## src/rtl/fft_serial_n.sv

```systemverilog
// fft_serial_n: sequential in-place radix-2 DIT FFT over N = 2^LOG2N complex samples.
// A single butterfly is reused for every stage, one butterfly per cycle.
//
// Ports:
//   c          clock, rising edge
//   r          asynchronous active-high reset
//   e          sample enable; one sample accepted per cycle while high (idle/load/done)
//   x_re/x_im  signed W-bit input sample
//   s          result bin select, natural order
//   y_re/y_im  signed (W+LOG2N)-bit bin s, registered; 0 outside the done state
//   busy       high while the transform is computing
//   done       high while a valid result frame is held
module fft_serial_n #(
   parameter int unsigned LOG2N = 3,
   parameter int unsigned W     = 2,
   parameter int unsigned TW    = 8
) (
   input  logic                           c,
   input  logic                           r,
   input  logic                           e,
   input  logic signed [W-1:0]            x_re,
   input  logic signed [W-1:0]            x_im,
   input  logic        [LOG2N-1:0]        s,
   output logic signed [W+LOG2N-1:0]      y_re,
   output logic signed [W+LOG2N-1:0]      y_im,
   output logic                           busy,
   output logic                           done
);

   localparam int N  = 1 << LOG2N;
   localparam int IW = W + LOG2N;
   localparam int JW = LOG2N - 1;
   localparam int PW = IW + TW + 1;

   localparam logic [1:0] StIdle = 2'd0;
   localparam logic [1:0] StLoad = 2'd1;
   localparam logic [1:0] StComp = 2'd2;
   localparam logic [1:0] StDone = 2'd3;

   // Quarter-wave magnitudes cos(2*pi*q/16), q = 0..3, from Q0.16 constants rounded to TW.
   // 1.0 is encoded as the largest positive code.
   localparam int TwOneI  = (1 << (TW - 1)) - 1;
   localparam int TwC1Raw = (60547 + (1 << (16 - TW))) >> (17 - TW);
   localparam int TwC2Raw = (46341 + (1 << (16 - TW))) >> (17 - TW);
   localparam int TwC3Raw = (25080 + (1 << (16 - TW))) >> (17 - TW);
   localparam int TwC1I   = (TwC1Raw > TwOneI) ? TwOneI : TwC1Raw;
   localparam int TwC2I   = (TwC2Raw > TwOneI) ? TwOneI : TwC2Raw;
   localparam int TwC3I   = (TwC3Raw > TwOneI) ? TwOneI : TwC3Raw;
   localparam logic signed [TW-1:0] TwOne = TW'(TwOneI);
   localparam logic signed [TW-1:0] TwC1  = TW'(TwC1I);
   localparam logic signed [TW-1:0] TwC2  = TW'(TwC2I);
   localparam logic signed [TW-1:0] TwC3  = TW'(TwC3I);
   localparam int RndI = 1 << (TW - 2);

   logic [1:0]             state_q, state_d;
   logic [LOG2N-1:0]       k_q, k_d;
   logic [1:0]             m_q, m_d;
   logic [JW-1:0]          j_q, j_d;
   logic signed [IW-1:0]   mem_re_q [N];
   logic signed [IW-1:0]   mem_re_d [N];
   logic signed [IW-1:0]   mem_im_q [N];
   logic signed [IW-1:0]   mem_im_d [N];
   logic signed [IW-1:0]   y_re_q, y_re_d, y_im_q, y_im_d;
   logic                   done_q, done_d;

   function automatic logic [LOG2N-1:0] bitrev(input logic [LOG2N-1:0] v);
      logic [LOG2N-1:0] o;
      for (int i = 0; i < int'(LOG2N); i++) o[i] = v[int'(LOG2N) - 1 - i];
      return o;
   endfunction

   function automatic logic signed [TW-1:0] tw_mag(input logic [2:0] q);
      case (q)
         3'd0:    tw_mag = TwOne;
         3'd1:    tw_mag = TwC1;
         3'd2:    tw_mag = TwC2;
         3'd3:    tw_mag = TwC3;
         default: tw_mag = '0;
      endcase
   endfunction

   // Butterfly datapath
   logic [LOG2N-1:0]      j_ext, span, mask, t_off, addr_a, addr_b;
   logic [2:0]            rom_idx;
   logic signed [TW-1:0]  w_re, w_im, sin_v;
   logic signed [PW-1:0]  br_x, bi_x, wr_x, wi_x, pr_sum, pi_sum;
   logic signed [IW-1:0]  a_re, a_im, p_re, p_im;

   always_comb begin
      j_ext  = LOG2N'(j_q);
      span   = LOG2N'(1) << m_q;
      mask   = span - LOG2N'(1);
      t_off  = j_ext & mask;
      // Insert a zero at bit m of j to get the upper-half-free address a; b sets that bit.
      addr_a = ((j_ext & ~mask) << 1) | t_off;
      addr_b = addr_a | span;
      // Twiddle index t*N/(2h) rescaled to a 16-point circle collapses to t << (3-m).
      rom_idx = 3'(4'(t_off) << (2'd3 - m_q));
      w_re   = (rom_idx <= 3'd4) ? tw_mag(rom_idx) : -tw_mag(3'd0 - rom_idx);
      sin_v  = (rom_idx <= 3'd4) ? tw_mag(3'd4 - rom_idx) : tw_mag(rom_idx - 3'd4);
      w_im   = -sin_v;

      a_re   = mem_re_q[addr_a];
      a_im   = mem_im_q[addr_a];
      br_x   = PW'(mem_re_q[addr_b]);
      bi_x   = PW'(mem_im_q[addr_b]);
      wr_x   = PW'(w_re);
      wi_x   = PW'(w_im);
      pr_sum = br_x * wr_x - bi_x * wi_x + PW'(RndI);
      pi_sum = br_x * wi_x + bi_x * wr_x + PW'(RndI);
      p_re   = IW'(pr_sum >>> (TW - 1));
      p_im   = IW'(pi_sum >>> (TW - 1));
   end

   always_comb begin
      state_d  = state_q;
      k_d      = k_q;
      m_d      = m_q;
      j_d      = j_q;
      mem_re_d = mem_re_q;
      mem_im_d = mem_im_q;
      done_d   = (state_q == StDone);
      y_re_d   = '0;
      y_im_d   = '0;
      if (state_q == StDone) begin
         y_re_d = mem_re_q[s];
         y_im_d = mem_im_q[s];
      end

      case (state_q)
         StComp: begin
            mem_re_d[addr_a] = a_re + p_re;
            mem_im_d[addr_a] = a_im + p_im;
            mem_re_d[addr_b] = a_re - p_re;
            mem_im_d[addr_b] = a_im - p_im;
            if (j_q == JW'(N / 2 - 1)) begin
               j_d = '0;
               if (m_q == 2'(LOG2N - 1)) begin
                  m_d     = '0;
                  state_d = StDone;
               end else begin
                  m_d = m_q + 2'd1;
               end
            end else begin
               j_d = j_q + JW'(1);
            end
         end
         default: begin
            // Idle, load and done all accept; done starts a new frame over the old one.
            if (e) begin
               mem_re_d[bitrev(k_q)] = IW'(x_re);
               mem_im_d[bitrev(k_q)] = IW'(x_im);
               if (k_q == LOG2N'(N - 1)) begin
                  state_d = StComp;
                  k_d     = '0;
                  m_d     = '0;
                  j_d     = '0;
               end else begin
                  state_d = StLoad;
                  k_d     = k_q + LOG2N'(1);
               end
            end
         end
      endcase
   end

   always_ff @(posedge c or posedge r) begin
      if (r) begin
         state_q <= StIdle;
         k_q     <= '0;
         m_q     <= '0;
         j_q     <= '0;
         y_re_q  <= '0;
         y_im_q  <= '0;
         done_q  <= 1'b0;
         for (int i = 0; i < N; i++) begin
            mem_re_q[i] <= '0;
            mem_im_q[i] <= '0;
         end
      end else begin
         state_q  <= state_d;
         k_q      <= k_d;
         m_q      <= m_d;
         j_q      <= j_d;
         y_re_q   <= y_re_d;
         y_im_q   <= y_im_d;
         done_q   <= done_d;
         mem_re_q <= mem_re_d;
         mem_im_q <= mem_im_d;
      end
   end

   assign y_re = y_re_q;
   assign y_im = y_im_q;
   assign busy = (state_q == StComp);
   assign done = done_q;

endmodule

```

## config.mk

```make
export PLATFORM = sky130hd
export DESIGN_NAME = fft_serial_n
export DESIGN_NICKNAME = d
export VERILOG_FILES = /design/src/rtl/fft_serial_n.sv
export SDC_FILE = /design/constraint.sdc
export NUM_CORES = 1
export LEC_CHECK = 0
export ABC_AREA = 0
export BUFFER_PORTS_ARGS = -buffer_cell sky130_fd_sc_hd__buf_2
export CORE_MARGIN = 2
export CORE_UTILIZATION = 45
export CTS_BUF_LIST = sky130_fd_sc_hd__clkbuf_8
export DETAILED_ROUTE_END_ITERATION = 7
export GPL_TIMING_DRIVEN = 1
export PLACE_DENSITY = 0.63
export SYNTH_ARGS = -nofsm -noshare
export SYNTH_HDL_FRONTEND = slang
export SYNTH_SLANG_ARGS = --single-unit
export TNS_END_PERCENT = 30
```

## constraint.sdc

```tcl
create_clock -name c -period 11.04 [get_ports c]
set_clock_uncertainty 0.2 [all_clocks]
set_input_delay 3.312 -clock c [delete_from_list [all_inputs] [get_ports c]]
set_output_delay 3.312 -clock c [all_outputs]
set_load 0.02 [all_outputs]
```

After elaboration in Yosys (flattened, before gate mapping)
Index checks and enable logic that the tools add are counted.

cells by class
  add/sub/neg operators = 18
  $mul = 4
  div/mod/pow operators = 0
  magnitude comparators = 8
  eq/ne operators = 19
  shift operators = 2
  multiplexer cells = 55
  bitwise operators = 10
  reduce and logical (&&, ||, !) cells = 13

operators by type and width
  kind                                                                   count
  40-bit bitwise mux                                                     6
  40-bit two-way mux                                                     4
  7-bit one-hot mux with 4 select lines                                  4
  5-bit binary-select mux with 3-bit select                              6
  5-bit two-way mux                                                      17
  5-bit by 8-bit multiplier with 12-bit output                           4
  5-bit demux with 3-bit select                                          3
  12-bit by 8-bit adder with 12-bit output, second input constant        2
  3-bit by 2-bit equality test with 1-bit output, second input constant  8
  2-bit two-way mux                                                      12
  4-bit greater-or-equal comparator, second input constant               4
  8-bit two-way mux                                                      2
  8-bit negator                                                          2
  3-bit NOT with 4-bit output                                            4
  12-bit adder                                                           1
  3-bit by 1-bit equality test with 1-bit output, second input constant  4
  3-bit zero test                                                        4
  4-bit by 1-bit < comparator with 1-bit output, second input constant   3
  12-bit subtractor                                                      1
  5-bit adder                                                            2
  5-bit subtractor                                                       2
  2-bit equality test, second input constant                             4
  3-bit OR                                                               2
  3-bit AND reduction                                                    2
  other kinds (20)                                                       26

word-level totals
  flip-flop bits (word level) = 100
  bits in latches = 0
  bits in writable memories = 0
  ROM bits = 0
  bits of input ports = 10
  output and inout port bits = 12
  logic and storage cells = 152
  memories = 0

Longest topological paths before layout
  depth after elaboration = 17
  gate-level depth with buffers = 43
  mapped depth without buffers = 38

Worst setup path after synthesis
Ideal clock, no wire load.

  path type = register -> register
  from = register j_q[1]
  to = register mem_re_q[19] (netlist bit)
  library setup time = 0.141 ns
  arrival time = 8.430 ns
  required time = 10.699 ns
  setup slack = 2.269 ns
  cell stages (with the launch flop) = 40
  path buffers = 4
  clock period less this slack = 8.771 ns
  cell sequence = dfrtp_1 > buf_2 > buf_2 > buf_2 > buf_1 > nand2_1 > o21a_1 > inv_1 > ha_1 > o21bai_1 > ha_1 > xor2_1 > a22oi_1 > nand2_1 > fa_1 > inv_1 > fa_1 > fa_1 > (+4 left out) > ha_1 > o21ai_0 > nor2_1 > nor2_1 > o31ai_1 > and2_1 > nor2_1 > xnor2_1 > inv_1 > fa_1 > a21oi_1 > nor2_1 > nor2_1 > xnor3_1 > xnor3_1 > a22o_1 > nand2_1 > a31oi_1

between the ends
  cells in the longest elaborated chain, start to end = 14
  elaborated cells between the ends (all ways) = 63
  classes of those cells = add/sub (9); mul (2); order compare (5); eq/ne (12); shift (1); mux (22); bitwise (6); reduce/logical (6)

RTL lines
  item                                                                               line    text
  from (decl)                                                                        58      logic [JW-1:0] j_q, j_d;
  from (signal assigned)                                                             184     j_q <= j_d;
  2-bit by 3-bit bitwise AND with 3-bit output or 2-bit bitwise AND (tied branches)  93, 95
  3-bit by 2-bit left shift with 3-bit output or 3-bit OR (tied branches)            98, 95
  1-bit by 3-bit subtractor with 3-bit output, or another cell as far along          99      w_re = (rom_idx <= 3'd4) ? tw_mag(rom_idx) : -tw_mag(3'd0 - rom_idx);
  3-bit by 2-bit equality test with 1-bit output, or another cell as far along       73      case (q)
  7-bit one-hot mux with 4 select lines, or another cell as far along                73
  8-bit negator, or another cell as far along                                        99
  8-bit two-way mux, or another cell as far along                                    99
  5-bit by 8-bit multiplier with 12-bit output                                       109     pr_sum = br_x * wr_x - bi_x * wi_x + PW'(RndI);
  12-bit subtractor                                                                  109
  12-bit by 8-bit adder with 12-bit output                                           109
  5-bit adder                                                                        132     mem_re_d[addr_a] = a_re + p_re;
  40-bit bitwise mux                                                                 132
  40-bit bitwise mux *                                                               134     mem_re_d[addr_b] = a_re - p_re;
  40-bit two-way mux *                                                               130     case (state_q)
  to (signal assigned)                                                               188     mem_re_q <= mem_re_d;
  to (decl)                                                                          59      logic signed [IW-1:0] mem_re_q [N];

Every way passes the cells marked *; elsewhere a longest branch is shown, timed or not. The select of a mux whose other input is x is not followed.
A chain may end at the register's enable or synchronous reset.

Final worst setup path
  from = register m_q[0]
  to = register mem_re_q[34] (netlist bit)

between the ends
  cells in the longest elaborated chain, start to end = 17
  elaborated cells between the ends (all ways) = 67
  classes of those cells = add/sub (11); mul (2); order compare (5); eq/ne (12); shift (2); mux (22); bitwise (7); reduce/logical (6)

RTL lines
  item                                                                                                   line  text
  from (decl)                                                                                            57    logic [1:0] m_q, m_d;
  from (signal assigned)                                                                                 183   m_q <= m_d;
  parallel branches: the longest is 15 deep, another holds 5-bit by 8-bit multiplier with 12-bit output  n/a
  40-bit bitwise mux *                                                                                   134
  40-bit two-way mux *                                                                                   130

Every way passes the cells marked *. The select of a mux whose other input is x is not followed.

==> results.py <==
metrics = {
    "status": {
        "status": "completed",
    },
    "floorplan": {
        "dieArea_sq_um": 31500,
        "core_area_sq_um": 29600,
        "io-pin-count": 22,
        "die_y_um": 178,
        "core.rowCount": 63,
        "die_width_um": 178,
        "start_util_pct": 45.7,
    },
    "grt": {
        "grt_max_degree": 58,
        "overflow": 0,
        "track_usage_pct": 33.2,
        "antenna_found_initial": 1,
        "grt_first_pass_wirelength_um": 77500,
        "first_global_vias": 12300,
    },
    "synth": {
        "yosysTopAreaCell": "fa_1",
        "synthTopCellsByArea": "fa_1, dfrtp_1, ha_1",
        "synth.avg_cell_area_sq_um": 8.69,
        "synth_area_sq_um": 13600,
        "synthFlopType": "dfrtp_1",
        "async_flop_share_pct": 100,
        "synth_common_cells": "inv_1, nor2_1, nand2_1, fa_1, dfrtp_1",
        "ys_ff_latch": 100,
        "seq_area_frac_synth_pct": 18.5,
        "synth_edf_count": 0,
        "synth_top_area_share_pct": 19.2,
        "synthCells": 1561,
        "yosysWarnings": 0,
        "ys_types": 95,
        "synth_most_common_cell": "inv_1",
    },
    "worst_setup_path": {
        "crit_path_top_delay_cell": "dfrtp_2",
        "reg2reg_slack_ns": 1.01,
        "arrival_ns": 10.14,
        "r2r_start": "m_q[0]$_DFFE_PP0P_",
        "cp-end-kind": "register",
        "r2r-end": "mem_re_q[34]$_DFFE_PP0P_",
        "slowest_delay_ns": 0.72,
        "critPathKind": "reg -> reg",
        "reg2reg_depth": 32,
        "cp-start-kind": "register",
        "critPathMaxFanout": 24,
        "required_ns": 11.15,
    },
    "sta": {
        "finalMaxSlewViolations": 0,
        "fmax_mhz": 99.7,
        "min_period_ns": 10.03,
        "tns_ns": 0,
        "period_share_pct": 90.9,
        "maxSlewHeadroom_pct": 12.8,
        "setup_viol": 0,
        "tightest_slew_ns": 1.31,
        "rsz0062_at_grt": "false",
        "hold_viol": 0,
    },
    "final_layout": {
        "layout-drive-gt1-share_pct": 9.75,
        "fin_nets": 1781,
        "diodes": 0,
        "fill_cells": 2937,
        "syn_to_final_growth_pct": 5.24,
    },
    "detailed_routing": {
        "wl_um": 50500,
        "via_per_inst": 6.36,
        "drc": 0,
        "drt_pass1_iterations": 6,
        "postRouteAntennaNets": 0,
        "drt_iter0_markers": 1757,
        "vias": 12400,
        "post_drt_wl_per_cell_um": 25.9,
    },
    "min_path": {
        "min_path_type": "reg -> reg",
        "hold_start": "mem_re_q[0]$_DFFE_PP0P_",
        "min_path_cells": 2,
        "min_to": "mem_re_q[0]$_DFFE_PP0P_",
    },
    "cts": {
        "cts_buffers": 9,
        "clkSinkCount": 100,
        "cts_setup_buffers": 0,
        "cts_hold_buf": 0,
        "clk_pin_slew_worst_paths_ns": 0.12,
        "clkLatencyLatePin_ns": 0.41,
        "clk_path_buf_depth": 2,
        "ctsHtreeMaxLevel": 3,
        "cts_root_buffer": "clkbuf_8",
        "cts_tree": "built",
        "cts_resized": 0,
    },
    "job": {
        "maxCapViolCount": 0,
    },
    "place": {
        "io_buffers": 21,
        "gp_congestion": 1.06,
        "dp_hpwl_um": 39000,
    },
}
==> cell usage in the layout (no fill, tap or decap), types with 8 or more instances in the layout <==
master    synthesis  layout
o22ai_1          34      34
inv_1           194     193
ha_1             87      87
a22oi_1          34      34
a221o_1           9       9
a31oi_1          27      27
nand2_1         165     165
nor2_1          178     178
o211ai_1         10      10
buf_4             2      40
nor3_1           21      20
o21ai_0          47      46
and2_1            8       8
dfrtp_1         100      96
fa_1            130     130
mux2i_1          34      34
nand2b_1         13      13
mux2_2            9       9
mux4_2           20      20
nand3_1          24      24
a21oi_1          68      68
a21o_1            8       8
xor2_1           15      15
xnor2_1          31      31
buf_2            15      21
a22o_1           12      12
o31ai_1           9       9
o221ai_1         25      25
o21a_1           18      18
conb_1            2       8
clkbuf_8          0       9
o21ai_1          10      11
==> how the worst max path moves through the flow <==
stage	from	to	slack [ns]	depth (start not counted)
floorplan	j_q[1]$_DFFE_PP0P_	mem_re_q[19]$_DFFE_PP0P_	2.27	39
global placement	j_q[0]$_DFFE_PP0P_	mem_re_q[19]$_DFFE_PP0P_	1.36	30
detailed placement	m_q[0]$_DFFE_PP0P_	mem_re_q[19]$_DFFE_PP0P_	1.27	31
CTS	m_q[0]$_DFFE_PP0P_	mem_re_q[34]$_DFFE_PP0P_	1.19	30
global route	j_q[0]$_DFFE_PP0P_	mem_re_q[34]$_DFFE_PP0P_	0.50	29
finish	m_q[0]$_DFFE_PP0P_	mem_re_q[34]$_DFFE_PP0P_	1.01	32
==> sequential cells by signal (all words and copies together) (netlist names) <==
register,flops
m_q,2
y_im,5
y_re,5
state_q,2
done,1
k_q,3
mem_re_q,40
j_q,2
mem_im_q,40
==> metal layers <==
layer	vias up	part of all wire, %	global-route usage (%)
met2	887	42	47.6
met1	5981	41	46.2
met4	0	4.8	12.9
li1	5357	-	-
met5	-	0	0
met3	177	13	10.7
==> worst max-delay path, delay by kind of cell, from the launching register on <==
kind                     cells  cell delay [ns]
adder cells (fa/ha/maj)      8             3.84
AND/OR/NAND/NOR             11             2.18
AO/OA/AOI/OAI                6             1.41
XOR/XNOR                     3             0.96
flip-flops                   1             0.72
buffers and inverters        4             0.55
==> logic make-up after synthesis <==
group	share of synthesized area, %
XOR/XNOR	4.27
AND/OR/NAND/NOR	15.2
flip-flops	18.5
multiplexers	6.99
other	0.0554
adder cells (fa/ha/maj)	27.2
buffers and inverters	8.47
AO/OA/AOI/OAI	19.3
==> per-stage QoR <==
step	hold WS, ns	util (%)	setup WS [ns]	std cells	instance area, sq um
floorplan	0.258	-	2.27	1567	13600
global placement	0.332	47.5	1.36	1933	14100
detailed placement	0.336	47.5	1.27	1933	14100
CTS	0.363	48.1	1.19	1949	14300
global route	0.385	48.1	0.496	1949	14300
finish	0.367	48.1	1.01	1949	14300
==> layout make-up <==
| cell class | instances | area (sq um) | area share, % |
|---|---|---|---|
| flip-flops and latches | 100 | 2510 | 17.6 |
| clock inverters | 7 | 71.3 | 0.500 |
| well taps | 390 | 488 | 3.42 |
| repair buffers | 61 | 405 | 2.84 |
| multi-input cells | 1186 | 9930 | 69.6 |
| clock buffers | 9 | 124 | 0.868 |
| inverters | 196 | 738 | 5.17 |
Power is not shown: default switching activity piles up to over one toggle a cycle in this logic, so the estimate is an artifact.
